==> config.mk <==
export PLATFORM = sky130hd
export DESIGN_NAME = wheel_sync_gen_flat
export DESIGN_NICKNAME = d
export VERILOG_FILES = /design/src/rtl/sync_pkg.sv /design/src/rtl/wheel_sync_gen_if.sv /design/src/rtl/quad_input_filter.sv /design/src/rtl/wheel_sync_gen.sv /design/src/flat_wrapper.sv
export SDC_FILE = /design/constraint.sdc
export NUM_CORES = 1
export LEC_CHECK = 0
export CORE_UTILIZATION = 58
export CTS_CLUSTER_DIAMETER = 200
export DETAILED_ROUTE_END_ITERATION = 16
export PLACE_DENSITY = 0.82
export SLEW_MARGIN = 5
export SYNTH_ARGS = -nofsm -noshare
export SYNTH_HDL_FRONTEND = slang
export SYNTH_SLANG_ARGS = --single-unit
==> constraint.sdc <==
create_clock -name clk -period 5.4 [get_ports clk]
set_input_delay 0.54 -clock clk [delete_from_list [all_inputs] [get_ports clk]]
set_output_delay 0.54 -clock clk [all_outputs]
set_load 0.01 [all_outputs]
==> src/rtl/sync_pkg.sv <==
// Shared definitions for the wheel/timer frame-sync generator.
// Holds the operating-mode encoding, default parameter values and the
// quadrature Gray-step lookup used by the decoder.
package sync_pkg;

  typedef enum logic [1:0] {
    MODE_OFF       = 2'b00,
    MODE_TIMER     = 2'b01,
    MODE_WHEEL_FWD = 2'b10,
    MODE_WHEEL_BI  = 2'b11
  } mode_e;

  localparam int unsigned FILT_DEPTH_DEFAULT = 4;
  localparam int unsigned POS_W_DEFAULT      = 32;
  localparam int unsigned DIV_W_DEFAULT      = 16;
  localparam int unsigned RATIO_W_DEFAULT    = 8;
  localparam int unsigned FRAME_CNT_W        = 16;

  // Forward successor of each {a,b} state, packed as {next(11), next(10), next(01), next(00)}.
  // Forward order is 00 -> 10 -> 11 -> 01 -> 00.
  localparam logic [7:0] GRAY_FWD_NEXT = 8'b01_11_00_10;

  function automatic logic [1:0] gray_fwd_next(input logic [1:0] ab);
    return GRAY_FWD_NEXT[{ab, 1'b0} +: 2];
  endfunction

endpackage

==> src/rtl/wheel_sync_gen_if.sv <==
// Control/status bundle of wheel_sync_gen.
//   i_ch_a/i_ch_b : raw encoder phases (asynchronous)
//   i_mode        : off / timer / wheel forward-only / wheel bidirectional
//   i_in_sync_div : timer period in clk cycles, 0 disables the timer
//   i_wheel_add   : accumulator increment per encoder step
//   i_frame_dec   : accumulator threshold per sync, 0 disables wheel sync
//   i_pos_clr     : synchronous position clear
//   i_err_clr     : clears the sticky error flag
//   o_step/o_dir/o_pos : step pulse, last direction, signed position
//   o_sync/o_frame_cnt : frame strobe and wrapping sync count
//   o_err         : sticky illegal-transition flag
// master drives the controls (sequencer / bench), slave is the generator.
interface wheel_sync_gen_if #(
  parameter int unsigned POS_W   = sync_pkg::POS_W_DEFAULT,
  parameter int unsigned DIV_W   = sync_pkg::DIV_W_DEFAULT,
  parameter int unsigned RATIO_W = sync_pkg::RATIO_W_DEFAULT
) ();

  logic                        i_ch_a;
  logic                        i_ch_b;
  sync_pkg::mode_e             i_mode;
  logic [DIV_W-1:0]            i_in_sync_div;
  logic [RATIO_W-1:0]          i_wheel_add;
  logic [RATIO_W-1:0]          i_frame_dec;
  logic                        i_pos_clr;
  logic                        i_err_clr;
  logic                        o_step;
  logic                        o_dir;
  logic [POS_W-1:0]            o_pos;
  logic                        o_sync;
  logic [sync_pkg::FRAME_CNT_W-1:0] o_frame_cnt;
  logic                        o_err;

  modport master (
    output i_ch_a, i_ch_b, i_mode, i_in_sync_div, i_wheel_add, i_frame_dec, i_pos_clr, i_err_clr,
    input  o_step, o_dir, o_pos, o_sync, o_frame_cnt, o_err
  );

  modport slave (
    input  i_ch_a, i_ch_b, i_mode, i_in_sync_div, i_wheel_add, i_frame_dec, i_pos_clr, i_err_clr,
    output o_step, o_dir, o_pos, o_sync, o_frame_cnt, o_err
  );

endinterface

==> src/rtl/quad_input_filter.sv <==
// Two-flop synchroniser followed by a debounce for one encoder phase.
//   clk, rst_n : clock, asynchronous active-low reset
//   d_i        : raw asynchronous pin
//   level_o    : debounced level
//   valid_o    : high once a first stable level has been accepted after reset
// A new level is accepted after FILT_DEPTH consecutive equal synchronised samples.
module quad_input_filter
  import sync_pkg::*;
#(
  parameter int unsigned FILT_DEPTH = FILT_DEPTH_DEFAULT
) (
  input  logic clk,
  input  logic rst_n,
  input  logic d_i,
  output logic level_o,
  output logic valid_o
);

  localparam int unsigned CntW = $clog2(FILT_DEPTH);
  localparam logic [CntW-1:0] CntLast = CntW'(FILT_DEPTH - 1);

  logic            sync1_q, sync2_q;
  logic            level_q, level_d;
  logic            valid_q, valid_d;
  logic [CntW-1:0] cnt_q, cnt_d;

  always_comb begin
    level_d = level_q;
    valid_d = valid_q;
    cnt_d   = cnt_q;
    if (!valid_q) begin
      // Before priming level_q tracks the candidate value being qualified.
      if (sync2_q != level_q) begin
        level_d = sync2_q;
        cnt_d   = CntW'(1);
      end else if (cnt_q == CntLast) begin
        valid_d = 1'b1;
        cnt_d   = '0;
      end else begin
        cnt_d = cnt_q + CntW'(1);
      end
    end else if (sync2_q != level_q) begin
      if (cnt_q == CntLast) begin
        level_d = sync2_q;
        cnt_d   = '0;
      end else begin
        cnt_d = cnt_q + CntW'(1);
      end
    end else begin
      cnt_d = '0;
    end
  end

  always_ff @(posedge clk or negedge rst_n) begin
    if (!rst_n) begin
      sync1_q <= 1'b0;
      sync2_q <= 1'b0;
      level_q <= 1'b0;
      valid_q <= 1'b0;
      cnt_q   <= '0;
    end else begin
      sync1_q <= d_i;
      sync2_q <= sync1_q;
      level_q <= level_d;
      valid_q <= valid_d;
      cnt_q   <= cnt_d;
    end
  end

  assign level_o = level_q;
  assign valid_o = valid_q;

endmodule

==> src/rtl/wheel_sync_gen.sv <==
// Frame-sync generator for the acquisition front-end.
//   clk, rst_n : clock, asynchronous active-low reset
//   bus        : control/status bundle (see wheel_sync_gen_if)
// Debounces a quadrature encoder, tracks signed position and flags illegal
// transitions. The frame strobe comes either from a wheel accumulator
// (add per step, subtract threshold per sync) or from an internal divider.
module wheel_sync_gen
  import sync_pkg::*;
#(
  parameter int unsigned FILT_DEPTH = FILT_DEPTH_DEFAULT,
  parameter int unsigned POS_W      = POS_W_DEFAULT,
  parameter int unsigned DIV_W      = DIV_W_DEFAULT,
  parameter int unsigned RATIO_W    = RATIO_W_DEFAULT
) (
  input logic             clk,
  input logic             rst_n,
  wheel_sync_gen_if.slave bus
);

  localparam int unsigned AccW = RATIO_W + 2;

  logic a_level, a_valid, b_level, b_valid;

  quad_input_filter #(.FILT_DEPTH(FILT_DEPTH)) u_filt_a (
    .clk    (clk),
    .rst_n  (rst_n),
    .d_i    (bus.i_ch_a),
    .level_o(a_level),
    .valid_o(a_valid)
  );

  quad_input_filter #(.FILT_DEPTH(FILT_DEPTH)) u_filt_b (
    .clk    (clk),
    .rst_n  (rst_n),
    .d_i    (bus.i_ch_b),
    .level_o(b_level),
    .valid_o(b_valid)
  );

  logic [1:0]             ab_cur;
  logic [1:0]             ab_q, ab_d;
  logic                   primed_q, primed_d;
  mode_e                  mode_q;
  logic signed [AccW-1:0] acc_q, acc_d;
  logic [DIV_W-1:0]       timer_q, timer_d;
  logic                   step_q, step_d;
  logic                   dir_q, dir_d;
  logic [POS_W-1:0]       pos_q, pos_d;
  logic                   sync_q, sync_d;
  logic [FRAME_CNT_W-1:0] frame_q, frame_d;
  logic                   err_q, err_d;

  logic                   step_fwd, step_rev, bad_trans, mode_chg;
  logic                   wheel_fire, timer_fire;
  logic signed [AccW:0]   acc_ext, add_ext, sum;
  logic signed [AccW-1:0] acc_sat, dec_ext;
  logic [DIV_W-1:0]       div_last;

  assign ab_cur = {a_level, b_level};

  // Quadrature decode.
  always_comb begin
    step_fwd  = 1'b0;
    step_rev  = 1'b0;
    bad_trans = 1'b0;
    ab_d      = ab_q;
    primed_d  = primed_q;
    if (primed_q) begin
      ab_d = ab_cur;
      if (ab_cur != ab_q) begin
        if (ab_cur == gray_fwd_next(ab_q)) begin
          step_fwd = 1'b1;
        end else if (ab_q == gray_fwd_next(ab_cur)) begin
          step_rev = 1'b1;
        end else begin
          bad_trans = 1'b1;
        end
      end
    end else if (a_valid && b_valid) begin
      // First stable pair only seeds the decoder.
      ab_d     = ab_cur;
      primed_d = 1'b1;
    end
  end

  // Wheel accumulator: saturating signed add/subtract, then at most one threshold subtract.
  always_comb begin
    wheel_fire = 1'b0;
    acc_ext    = {acc_q[AccW-1], acc_q};
    add_ext    = $signed({3'b000, bus.i_wheel_add});
    dec_ext    = $signed({2'b00, bus.i_frame_dec});
    sum        = acc_ext;
    if (bus.i_mode == MODE_WHEEL_FWD && step_fwd) begin
      sum = acc_ext + add_ext;
    end else if (bus.i_mode == MODE_WHEEL_BI && step_fwd) begin
      sum = acc_ext + add_ext;
    end else if (bus.i_mode == MODE_WHEEL_BI && step_rev) begin
      sum = acc_ext - add_ext;
    end
    if (sum[AccW] != sum[AccW-1]) begin
      acc_sat = sum[AccW] ? {1'b1, {(AccW-1){1'b0}}} : {1'b0, {(AccW-1){1'b1}}};
    end else begin
      acc_sat = sum[AccW-1:0];
    end
    acc_d = acc_sat;
    if ((bus.i_mode == MODE_WHEEL_FWD || bus.i_mode == MODE_WHEEL_BI) && (step_fwd || step_rev)
        && bus.i_frame_dec != '0 && acc_sat >= dec_ext) begin
      acc_d      = acc_sat - dec_ext;
      wheel_fire = 1'b1;
    end
  end

  // Internal timer: counts 0..div-1, fires on the wrap. A shrunken divider wraps at once.
  always_comb begin
    timer_fire = 1'b0;
    timer_d    = '0;
    div_last   = bus.i_in_sync_div - DIV_W'(1);
    if (bus.i_mode == MODE_TIMER && bus.i_in_sync_div != '0) begin
      if (timer_q >= div_last) begin
        timer_fire = 1'b1;
      end else begin
        timer_d = timer_q + DIV_W'(1);
      end
    end
  end

  // Outputs, position, error and frame count.
  always_comb begin
    mode_chg = (bus.i_mode != mode_q);
    step_d   = step_fwd | step_rev;
    dir_d    = step_fwd ? 1'b1 : (step_rev ? 1'b0 : dir_q);
    pos_d    = pos_q;
    if (bus.i_pos_clr) begin
      pos_d = '0;
    end else if (step_fwd) begin
      pos_d = pos_q + POS_W'(1);
    end else if (step_rev) begin
      pos_d = pos_q - POS_W'(1);
    end
    sync_d  = !mode_chg && (wheel_fire || timer_fire);
    frame_d = sync_d ? frame_q + FRAME_CNT_W'(1) : frame_q;
    err_d   = bad_trans ? 1'b1 : (bus.i_err_clr ? 1'b0 : err_q);
  end

  always_ff @(posedge clk or negedge rst_n) begin
    if (!rst_n) begin
      ab_q     <= 2'b00;
      primed_q <= 1'b0;
      mode_q   <= MODE_OFF;
      acc_q    <= '0;
      timer_q  <= '0;
      step_q   <= 1'b0;
      dir_q    <= 1'b1;
      pos_q    <= '0;
      sync_q   <= 1'b0;
      frame_q  <= '0;
      err_q    <= 1'b0;
    end else begin
      ab_q     <= ab_d;
      primed_q <= primed_d;
      mode_q   <= bus.i_mode;
      // A mode change restarts both sync sources from zero.
      acc_q    <= mode_chg ? '0 : acc_d;
      timer_q  <= mode_chg ? '0 : timer_d;
      step_q   <= step_d;
      dir_q    <= dir_d;
      pos_q    <= pos_d;
      sync_q   <= sync_d;
      frame_q  <= frame_d;
      err_q    <= err_d;
    end
  end

  assign bus.o_step      = step_q;
  assign bus.o_dir       = dir_q;
  assign bus.o_pos       = pos_q;
  assign bus.o_sync      = sync_q;
  assign bus.o_frame_cnt = frame_q;
  assign bus.o_err       = err_q;

endmodule

==> src/flat_wrapper.sv <==
// flat-port wrapper written by rule: the top's interface ports become plain ports
module wheel_sync_gen_flat import sync_pkg::*;
#(
  parameter int unsigned FILT_DEPTH = FILT_DEPTH_DEFAULT,
  parameter int unsigned POS_W      = POS_W_DEFAULT,
  parameter int unsigned DIV_W      = DIV_W_DEFAULT,
  parameter int unsigned RATIO_W    = RATIO_W_DEFAULT
)
  (clk, rst_n, bus_i_ch_a, bus_i_ch_b, bus_i_mode, bus_i_in_sync_div, bus_i_wheel_add, bus_i_frame_dec, bus_i_pos_clr, bus_i_err_clr, bus_o_step, bus_o_dir, bus_o_pos, bus_o_sync, bus_o_frame_cnt, bus_o_err);
  wheel_sync_gen_if #(.POS_W(POS_W), .DIV_W(DIV_W), .RATIO_W(RATIO_W)) bus_i ();
  input logic clk;
  input logic rst_n;
  input wire logic [$bits(bus_i.i_ch_a)-1:0] bus_i_ch_a;
  input wire logic [$bits(bus_i.i_ch_b)-1:0] bus_i_ch_b;
  input wire logic [$bits(bus_i.i_mode)-1:0] bus_i_mode;
  input wire logic [$bits(bus_i.i_in_sync_div)-1:0] bus_i_in_sync_div;
  input wire logic [$bits(bus_i.i_wheel_add)-1:0] bus_i_wheel_add;
  input wire logic [$bits(bus_i.i_frame_dec)-1:0] bus_i_frame_dec;
  input wire logic [$bits(bus_i.i_pos_clr)-1:0] bus_i_pos_clr;
  input wire logic [$bits(bus_i.i_err_clr)-1:0] bus_i_err_clr;
  output wire logic [$bits(bus_i.o_step)-1:0] bus_o_step;
  output wire logic [$bits(bus_i.o_dir)-1:0] bus_o_dir;
  output wire logic [$bits(bus_i.o_pos)-1:0] bus_o_pos;
  output wire logic [$bits(bus_i.o_sync)-1:0] bus_o_sync;
  output wire logic [$bits(bus_i.o_frame_cnt)-1:0] bus_o_frame_cnt;
  output wire logic [$bits(bus_i.o_err)-1:0] bus_o_err;
  assign bus_i.i_ch_a = bus_i_ch_a;
  assign bus_i.i_ch_b = bus_i_ch_b;
  assign bus_i.i_mode = bus_i_mode;
  assign bus_i.i_in_sync_div = bus_i_in_sync_div;
  assign bus_i.i_wheel_add = bus_i_wheel_add;
  assign bus_i.i_frame_dec = bus_i_frame_dec;
  assign bus_i.i_pos_clr = bus_i_pos_clr;
  assign bus_i.i_err_clr = bus_i_err_clr;
  assign bus_o_step = bus_i.o_step;
  assign bus_o_dir = bus_i.o_dir;
  assign bus_o_pos = bus_i.o_pos;
  assign bus_o_sync = bus_i.o_sync;
  assign bus_o_frame_cnt = bus_i.o_frame_cnt;
  assign bus_o_err = bus_i.o_err;
  wheel_sync_gen #(.FILT_DEPTH(FILT_DEPTH), .POS_W(POS_W), .DIV_W(DIV_W), .RATIO_W(RATIO_W)) u_core (.clk(clk), .rst_n(rst_n), .bus(bus_i));
endmodule
==> impl_metrics.py, run 1 <==
metrics = {
    "routing": {
        "dr_total_vias": 6953,
        "drtIter0Drc": 603,
        "vias_per_cell": 6.03,
        "wl_per_cell_um": 15.5,
        "routed_wl_mm": 17.8,
        "drc_errors": 0,
        "dr.pass1.iters": 5,
        "antenna_left": 0,
    },
    "floorplanning": {
        "die-area_um2": 13700,
        "die_h_um": 117,
        "row_count": 41,
        "design.core.area_um2": 12800,
        "die_w_um": 117,
        "start_util": 0.603,
        "io_pins": 92,
    },
    "cts": {
        "clock_sink_count": 95,
        "holdBufCountCts": 0,
        "postCtsSetupRepairBufs": 0,
        "clk_pin_slew_ns": 0.07,
        "insertion_delay_ns": 0.36,
        "cts-root-buf": "clkbuf_16",
        "clockBufferDepth": 2,
        "numCtsBuffers": 9,
        "cts_max_level": 3,
        "cts_tree": "built",
    },
    "critical_path": {
        "crit_type": "input port to flop",
        "crit_path_start": "bus_i_wheel_add[0]",
        "worstSetupEndpointType": "flop",
        "r2r_start": "u_core.u_filt_a.level_o",
        "start_kind": "input port",
        "worst_ep_required_time_ns": 5.66,
        "critical_path_peak_fanout": 12,
        "crit_arrival_ns": 5.30,
        "reg2reg_depth": 19,
    },
    "timing": {
        "setup_viol": 0,
        "rsz0062_at_grt": "false",
        "fin_tns_setup_ns": 0,
        "finClkSkew_ns": 0.0124,
        "maxSlewHeadroom": 0.215,
        "achievable-frequency_mhz": 198,
        "worstMarginPinSlew_ns": 1.17,
        "min_period_ns": 5.04,
        "maxSlewViolCount": 0,
        "period_share": 0.933,
        "final_hold_viol_count": 0,
    },
    "finish": {
        "drive_above_1_share": 0.0580,
        "syn2layout_area_growth_pct": 19.1,
        "n_fill_cell": 998,
        "multi_input_area_um2": 5030,
        "fin_nets": 1096,
        "antenna_cells": 0,
        "seq_area_um2": 2380,
    },
    "synth": {
        "yosysTopAreaCellShare": 0.305,
        "synth_edf_count": 0,
        "yosysMostFrequentCell": "dfrtp_1",
        "synth_nets": 1002,
        "ys.flop_type": "dfrtp_1",
        "async_flop_share": 1.00,
        "synth_area_leaders": "dfrtp_1, ha_1, xnor2_1",
        "synth_cell_types": 69,
        "synth_cells": 883,
        "netlist_area_um2": 7700,
        "yosys_warnings": 0,
        "synthTopCellsByCount": "dfrtp_1, ha_1, nor2_1",
        "synth_top_cell_by_area": "dfrtp_1",
        "yosysSeqAreaShare": 0.309,
        "ys_seq_elements": 95,
        "syn_avg_cell_area_um2": 8.72,
    },
    "grt": {
        "grt_pass1_vias": 6457,
        "track_usage": 0.277,
        "antenna_found_initial": 0,
        "grt_pass1_wl_mm": 30.2,
        "overflow": 0,
        "grt_max_degree": 74,
    },
    "worst_hold_path": {
        "hold_class": "input port to async pin",
    },
    "run": {
        "cap_viol_max_count": 0,
    },
    "placement": {
        "numPortBuffers": 91,
        "gp_congestion": 0.889,
        "dp_hpwl_mm": 13.2,
    },
    "status": {
        "status": "completed",
    },
}
per-layer routing:
layer / global-route usage / vias to the layer above / routed length (µm)
met2: 0.447 / 182 / 8380
met5: 0 / - / 0
met1: 0.386 / 3305 / 8450
li1: - / 3441 / -
met3: 0.0371 / 25 / 768
met4: 0.0827 / 0 / 247
path summary, 6_finish.rpt:
path                                         endpoint  slack [ns]
setup / recovery                      u_core.acc_q[9]        0.36
hold / removal                   u_core.bus.o_pos[24]        0.07
setup reg to reg                      u_core.acc_q[0]        0.60
hold reg to reg               u_core.u_filt_a.sync2_q        0.35
max in group asynchronous  u_core.bus.o_frame_cnt[15]        4.11
min in group clk              u_core.u_filt_a.sync2_q        0.35
metrics by stage:
| stage | area, µm² | hold WS (ns) | worst slack (ns) | util | instances |
|---|---|---|---|---|---|
| floorplan | 7700 | 0.244 | 0.606 | - | 883 |
| global placement | 8860 | 0.334 | 0.0939 | 0.693 | 1138 |
| detailed placement | 8860 | 0.336 | 0.0550 | 0.693 | 1138 |
| CTS | 9170 | 0.0805 | 0.377 | 0.718 | 1154 |
| global route | 9170 | 0.0926 | 0.0141 | 0.718 | 1154 |
| finish | 9170 | 0.0749 | 0.360 | 0.718 | 1154 |
what timing repair did:
action	in CTS	in global routing
setup endpoints to repair	0	1
endpoints found under the hold margin	0	0
gates resized for setup	0	2
critical path: stages:
cell	delay, ns
clkdlybuf4s50_1	0.48
ha_1	0.18
inv_1	0.06
fa_1	0.43
nor3_1	0.31
o31ai_1	0.15
a31oi_1	0.26
o221a_1	0.40
inv_1	0.10
maj3_1	0.37
ha_1	0.20
inv_1	0.06
fa_1	0.23
a211oi_1	0.11
o21ai_0	0.17
a21oi_1	0.09
o21ai_0	0.08
a21o_1	0.15
o311ai_1	0.08
buf_4	0.21
or4b_1	0.48
a21oi_1	0.16
cell families (layout without fill, tap and decap cells):
family | Yosys count | in the layout | share of synthesized area
compound gates | 241 | 241 | 0.213
xor+xnor | 68 | 68 | 0.0773
fa+ha+maj | 87 | 87 | 0.143
buf+inv | 74 | 173 | 0.0385
flops | 95 | 95 | 0.309
mux | 12 | 12 | 0.0166
simple gates | 306 | 306 | 0.203
flip-flops by register name (all words and copies together) (netlist names):
register	count
u_core.mode_q	2
u_core.u_filt_a.sync1_q	1
u_core.bus.o_frame_cnt	16
u_core.u_filt_b.sync2_q	1
u_core.ab_q	2
u_core.bus.o_err	1
u_core.u_filt_a.level_o	1
u_core.bus.o_step	1
u_core.u_filt_b.level_o	1
u_core.u_filt_a.valid_o	1
u_core.primed_q	1
u_core.u_filt_b.valid_o	1
u_core.u_filt_a.cnt_q	2
u_core.bus.o_sync	1
u_core.u_filt_a.sync2_q	1
u_core.acc_q	10
u_core.u_filt_b.cnt_q	2
u_core.bus.o_pos	32
u_core.timer_q	16
u_core.u_filt_b.sync1_q	1
u_core.bus.o_dir	1
placed cells by master (no fill, tap or decap), drive strengths merged, types with 21 or more instances in the layout:
| master | instances |
|---|---|
| a21oi | 60 |
| buf | 22 |
| clkdlybuf4s50 | 90 |
| dfrtp | 94 |
| ha | 75 |
| inv | 48 |
| nand2 | 64 |
| nand3 | 25 |
| nor2 | 73 |
| nor3 | 30 |
| o21ai | 40 |
| xnor2 | 47 |
| xor2 | 21 |
layout make-up:
class,instances,area share
clock buffers,9,0.0246
multi-input cells,714,0.548
well taps,172,0.0235
flip-flops and latches,95,0.259
inverters,45,0.0184
clock inverters,7,0.00955
repair buffers,112,0.116
Power of run 1 is not shown: default switching activity piles up to over one toggle a cycle in this logic, so the estimate is an artifact.
==> run 2, diff against run 1 <==
--- a/config.mk
+++ b/config.mk
@@ -5,10 +5,10 @@
 export SDC_FILE = /design/constraint.sdc
 export NUM_CORES = 1
 export LEC_CHECK = 0
-export CORE_UTILIZATION = 58
+export CORE_UTILIZATION = 60
 export CTS_CLUSTER_DIAMETER = 200
 export DETAILED_ROUTE_END_ITERATION = 16
-export PLACE_DENSITY = 0.82
+export PLACE_DENSITY = 0.85
 export SLEW_MARGIN = 5
 export SYNTH_ARGS = -nofsm -noshare
 export SYNTH_HDL_FRONTEND = slang
==> constraint.sdc (replaced) <==
create_clock -name clk -period 6.18 [get_ports clk]
set_input_delay 0.618 -clock clk [delete_from_list [all_inputs] [get_ports clk]]
set_output_delay 0.618 -clock clk [all_outputs]
set_load 0.01 [all_outputs]
==> impl_metrics.py, run 2 (synthesized netlist as in run 1, its figures left out) <==
metrics = {
    "grt": {
        "antenna_found_initial": 0,
        "track_usage": 0.285,
        "overflow": 0,
        "grt_pass1_vias": 6601,
        "grt_pass1_wl_mm": 30.4,
        "grt_max_degree": 74,
    },
    "timing": {
        "maxSlewViolCount": 0,
        "fin_tns_setup_ns": 0,
        "achievable-frequency_mhz": 185,
        "maxSlewHeadroom": 0.152,
        "finClkSkew_ns": 0.00753,
        "period_share": 0.874,
        "min_period_ns": 5.40,
        "setup_viol": 0,
        "worstMarginPinSlew_ns": 1.26,
        "whs_ns": 0.148,
        "final_hold_viol_count": 0,
        "rsz0062_at_grt": "false",
    },
    "critical_path": {
        "crit_arrival_ns": 5.68,
        "worst_ep_required_time_ns": 6.46,
        "crit_type": "input port to flop",
        "start_kind": "input port",
        "critical_path_peak_fanout": 12,
        "worstSetupEndpointType": "flop",
        "r2r_slack_ns": 1.13,
        "reg2reg_depth": 19,
        "path_cells": "clkdlybuf4s50_1 > inv_1 > ha_1 > inv_1 > a2111oi_0 > a211oi_1 > o21a_1 > o211ai_1 > maj3_1 > ha_1 > inv_1 > fa_1 > a211oi_1 > o21ai_0 > a21oi_1 > o21ai_0 > a21o_1 > o311ai_1 > buf_4 > mux2_2 > nor2_1",
        "cpPeakStageDelay_ns": 0.56,
        "r2r_end": "u_core.acc_q[0]",
        "slowest_stage": "a2111oi_0",
        "r2r_start": "u_core.acc_q[4]",
        "crit_path_frequent_cell": "inv_1",
    },
    "floorplanning": {
        "die-area_um2": 13300,
        "io_pins": 92,
        "die_w_um": 115,
        "start_util": 0.613,
        "die_h_um": 115,
        "design.core.area_um2": 12600,
        "row_count": 41,
    },
    "cts": {
        "clockBufferDepth": 2,
        "cts_resized": 0,
        "clk_pin_slew_ns": 0.07,
        "holdBufCountCts": 0,
        "clock_sink_count": 95,
        "cts_max_level": 3,
        "cts-root-buf": "clkbuf_16",
        "postCtsSetupRepairBufs": 0,
        "numCtsBuffers": 9,
        "cts_tree": "built",
        "insertion_delay_ns": 0.35,
    },
    "placement": {
        "gp_congestion": 0.917,
        "dp_hpwl_mm": 12.9,
        "dp_cells": 1126,
        "numPortBuffers": 91,
    },
    "routing": {
        "dr_total_vias": 6974,
        "drtIter0Drc": 568,
        "drc_errors": 0,
        "vias_per_cell": 6.11,
        "antenna_left": 0,
        "routed_wl_mm": 18.1,
        "dr.pass1.iters": 6,
        "wl_per_cell_um": 15.8,
    },
    "finish": {
        "largest_reg_flops": 32,
        "mostFrequentLayoutCells": "dfrtp_1, clkdlybuf4s50_1, ha_1",
        "layout_commonest_cell": "dfrtp_1",
        "drive_above_1_share": 0.0443,
        "syn2layout_area_growth_pct": 17.4,
        "fin_nets": 1084,
        "seq_area_um2": 2380,
        "multi_input_area_um2": 5030,
        "n_fill_cell": 998,
        "antenna_cells": 0,
        "fin_cells": 1142,
    },
    "run": {
        "cap_viol_max_count": 0,
    },
    "status": {
        "status": "completed",
    },
    "worst_hold_path": {
        "hold_class": "input port to async pin",
    },
}
-- run 2: critical path, delay by kind of cell --
| kind | cells | cell delay [ns] |
|---|---|---|
| AND/OR/NAND/NOR | 1 | 0.08 |
| adder cells (fa/ha/maj) | 4 | 1.31 |
| AO/OA/AOI/OAI | 10 | 2.38 |
| buffers and inverters | 5 | 0.94 |
| multiplexers | 1 | 0.35 |
-- run 2: cell type report --
type,count,share of cell area
inverters,45,0.0187
well taps,172,0.0238
flip-flops and latches,95,0.263
repair buffers,100,0.108
clock inverters,6,0.00567
multi-input cells,714,0.556
clock buffers,10,0.0253
-- run 2: routing by layer --
| layer | share of wire | vias up | global-route usage | wire length [µm] |
|---|---|---|---|---|
| met1 | 0.46 | 3306 | 0.382 | 8360 |
| li1 | - | 3420 | - | - |
| met5 | 0 | - | 0 | 0 |
| met2 | 0.47 | 221 | 0.468 | 8540 |
| met4 | 0.014 | 0 | 0.0771 | 249 |
| met3 | 0.050 | 27 | 0.0601 | 906 |
-- run 2: worst max-delay path by stage --
stage | from | end | cells after the start
2_1_floorplan | bus_i_wheel_add[3] | u_core.acc_q[0] | 20
3_3_place_gp | bus_i_wheel_add[4] | u_core.acc_q[0] | 21
3_5_place_dp | bus_i_wheel_add[4] | u_core.acc_q[0] | 21
4_1_cts | bus_i_wheel_add[4] | u_core.acc_q[0] | 21
5_1_grt | bus_i_wheel_add[4] | u_core.acc_q[0] | 21
6_report | bus_i_wheel_add[4] | u_core.acc_q[0] | 21
-- run 2: per-stage QoR --
step | utilization | cell area, µm² | setup WS [ns]
after floorplan | - | 7700 | 1.31
after global placement | 0.697 | 8770 | 0.698
after detailed placement | 0.697 | 8770 | 0.545
after CTS | 0.720 | 9050 | 0.863
after global routing | 0.720 | 9050 | 0.315
final | 0.720 | 9050 | 0.778
Power of run 2 is left out for the same reason.
==> run 3, diff against run 2 <==
--- a/config.mk
+++ b/config.mk
@@ -5,10 +5,10 @@
 export SDC_FILE = /design/constraint.sdc
 export NUM_CORES = 1
 export LEC_CHECK = 0
-export CORE_UTILIZATION = 60
+export CORE_UTILIZATION = 58
 export CTS_CLUSTER_DIAMETER = 200
 export DETAILED_ROUTE_END_ITERATION = 16
-export PLACE_DENSITY = 0.85
+export PLACE_DENSITY = 0.82
 export SLEW_MARGIN = 5
 export SYNTH_ARGS = -nofsm -noshare
 export SYNTH_HDL_FRONTEND = slang
==> impl_metrics.py, run 3 (synthesized netlist as in run 1, its figures left out) <==
metrics = {
    "timing": {
        "worstMarginPinSlew_ns": 1.21,
        "min_period_ns": 5.41,
        "final_hold_viol_count": 0,
        "finClkSkew_ns": 0.00561,
        "setup_viol": 0,
        "fin_tns_setup_ns": 0,
        "period_share": 0.876,
        "maxSlewHeadroom": 0.184,
        "maxSlewViolCount": 0,
        "rsz0062_at_grt": "false",
        "achievable-frequency_mhz": 185,
    },
    "critical_path": {
        "worstSetupEndpointType": "flop",
        "worst_ep_required_time_ns": 6.41,
        "crit_type": "input port to flop",
        "crit_path_frequent_cell": "inv_1",
        "start_kind": "input port",
        "path_cells": "clkdlybuf4s50_1 > inv_1 > ha_1 > inv_1 > a2111oi_0 > a211oi_1 > o21a_1 > o211ai_1 > maj3_1 > ha_1 > inv_1 > fa_1 > a211oi_1 > o21ai_0 > a21oi_1 > o21ai_0 > a21o_1 > o31a_1 > nor2_1 > mux2_2",
        "critical_path_peak_fanout": 12,
        "crit_arrival_ns": 5.64,
        "slowest_stage": "a2111oi_0",
        "cpPeakStageDelay_ns": 0.58,
    },
    "finish": {
        "fin_nets": 1085,
        "layout_commonest_cell": "dfrtp_1",
        "syn2layout_area_growth_pct": 18.1,
        "largest_reg_flops": 32,
        "drive_above_1_share": 0.0453,
        "antenna_cells": 0,
        "mostFrequentLayoutCells": "dfrtp_1, clkdlybuf4s50_1, ha_1",
    },
    "floorplanning": {
        "die_w_um": 117,
        "row_count": 41,
        "io_pins": 92,
        "die-area_um2": 13700,
        "die_h_um": 117,
        "design.core.area_um2": 12800,
        "start_util": 0.603,
    },
    "cts": {
        "clock_sink_count": 95,
        "cts-root-buf": "clkbuf_16",
        "cts_max_level": 3,
        "postCtsSetupRepairBufs": 0,
        "numCtsBuffers": 9,
        "insertion_delay_ns": 0.35,
        "holdBufCountCts": 0,
        "clk_pin_slew_ns": 0.06,
        "cts_resized": 0,
        "cts_tree": "built",
        "clockBufferDepth": 2,
    },
    "worst_hold_path": {
        "hold_class": "input port to async pin",
    },
    "placement": {
        "gp_congestion": 0.913,
        "numPortBuffers": 91,
        "dp_hpwl_mm": 12.7,
    },
    "run": {
        "cap_viol_max_count": 0,
    },
    "status": {
        "status": "completed",
    },
    "routing": {
        "routed_wl_mm": 17.8,
        "wl_per_cell_um": 15.6,
        "dr_total_vias": 6910,
        "drtIter0Drc": 556,
        "dr.pass1.iters": 6,
        "vias_per_cell": 6.05,
        "antenna_left": 0,
        "drc_errors": 0,
    },
    "grt": {
        "track_usage": 0.275,
        "overflow": 0,
        "grt_pass1_wl_mm": 29.9,
        "grt_max_degree": 74,
        "grt_pass1_vias": 6438,
        "antenna_found_initial": 0,
    },
}
## run 3: cell types whose count changed in the layout (fill, tap and decap cells not counted)
| cell | change |
|---|---|
| buf_4 | +1 |
| bufinv_16 | +2 |
| clkinv_4 | -1 |
| inv_8 | -1 |
## run 3: layout make-up
| class | instances | area (µm²) |
|---|---|---|
| fill | 997 | 3680 |
| sequential | 95 | 2380 |
| clock buffer | 10 | 229 |
| inverter | 45 | 169 |
| clock inverter | 6 | 91.3 |
| tap | 172 | 215 |
| timing repair buffer | 101 | 983 |
| multi-input combinational | 714 | 5030 |
## run 3: metrics by stage
stage	util	area, µm²	std cells	setup slack, ns	hold WS (ns)
2_1_floorplan	-	7700	883	1.31	0.322
3_3_place_gp	0.687	8770	1127	0.678	0.336
3_5_place_dp	0.687	8770	1127	0.483	0.340
4_1_cts	0.712	9090	1143	0.796	0.160
5_1_grt	0.712	9090	1143	0.254	0.174
6_report	0.712	9090	1143	0.769	0.155
## run 3: routing by layer
layer	up-vias	share of wire	global-route usage	wire [µm]
met5	-	0	0	0
met4	0	0.013	0.0819	229
met3	22	0.048	0.0417	845
met2	204	0.47	0.453	8390
met1	3272	0.47	0.374	8310
li1	3412	-	-	-
## run 3: critical path: cells and delay by family
family | cells | cell delay, ns
compound gates | 10 | 2.41
fa+ha+maj | 4 | 1.31
buf+inv | 4 | 0.69
mux | 1 | 0.38
simple gates | 1 | 0.23
## run 3: final timing paths
check                                             start                        end  slack (ns)  depth (start not counted)
worst max-delay path                 bus_i_wheel_add[4]  u_core.bus.o_frame_cnt[1]        0.77                         20
worst min-delay path                              rst_n       u_core.bus.o_pos[20]        0.15                          1
worst max register to register          u_core.acc_q[4]  u_core.bus.o_frame_cnt[1]        1.13                         18
worst min register to register  u_core.u_filt_b.sync1_q    u_core.u_filt_b.sync2_q        0.36                          0
max in group asynchronous                         rst_n           u_core.mode_q[0]        4.83                          2
min in group clk                u_core.u_filt_b.sync1_q    u_core.u_filt_b.sync2_q        0.36                          0
Power of run 3 is left out for the same reason.
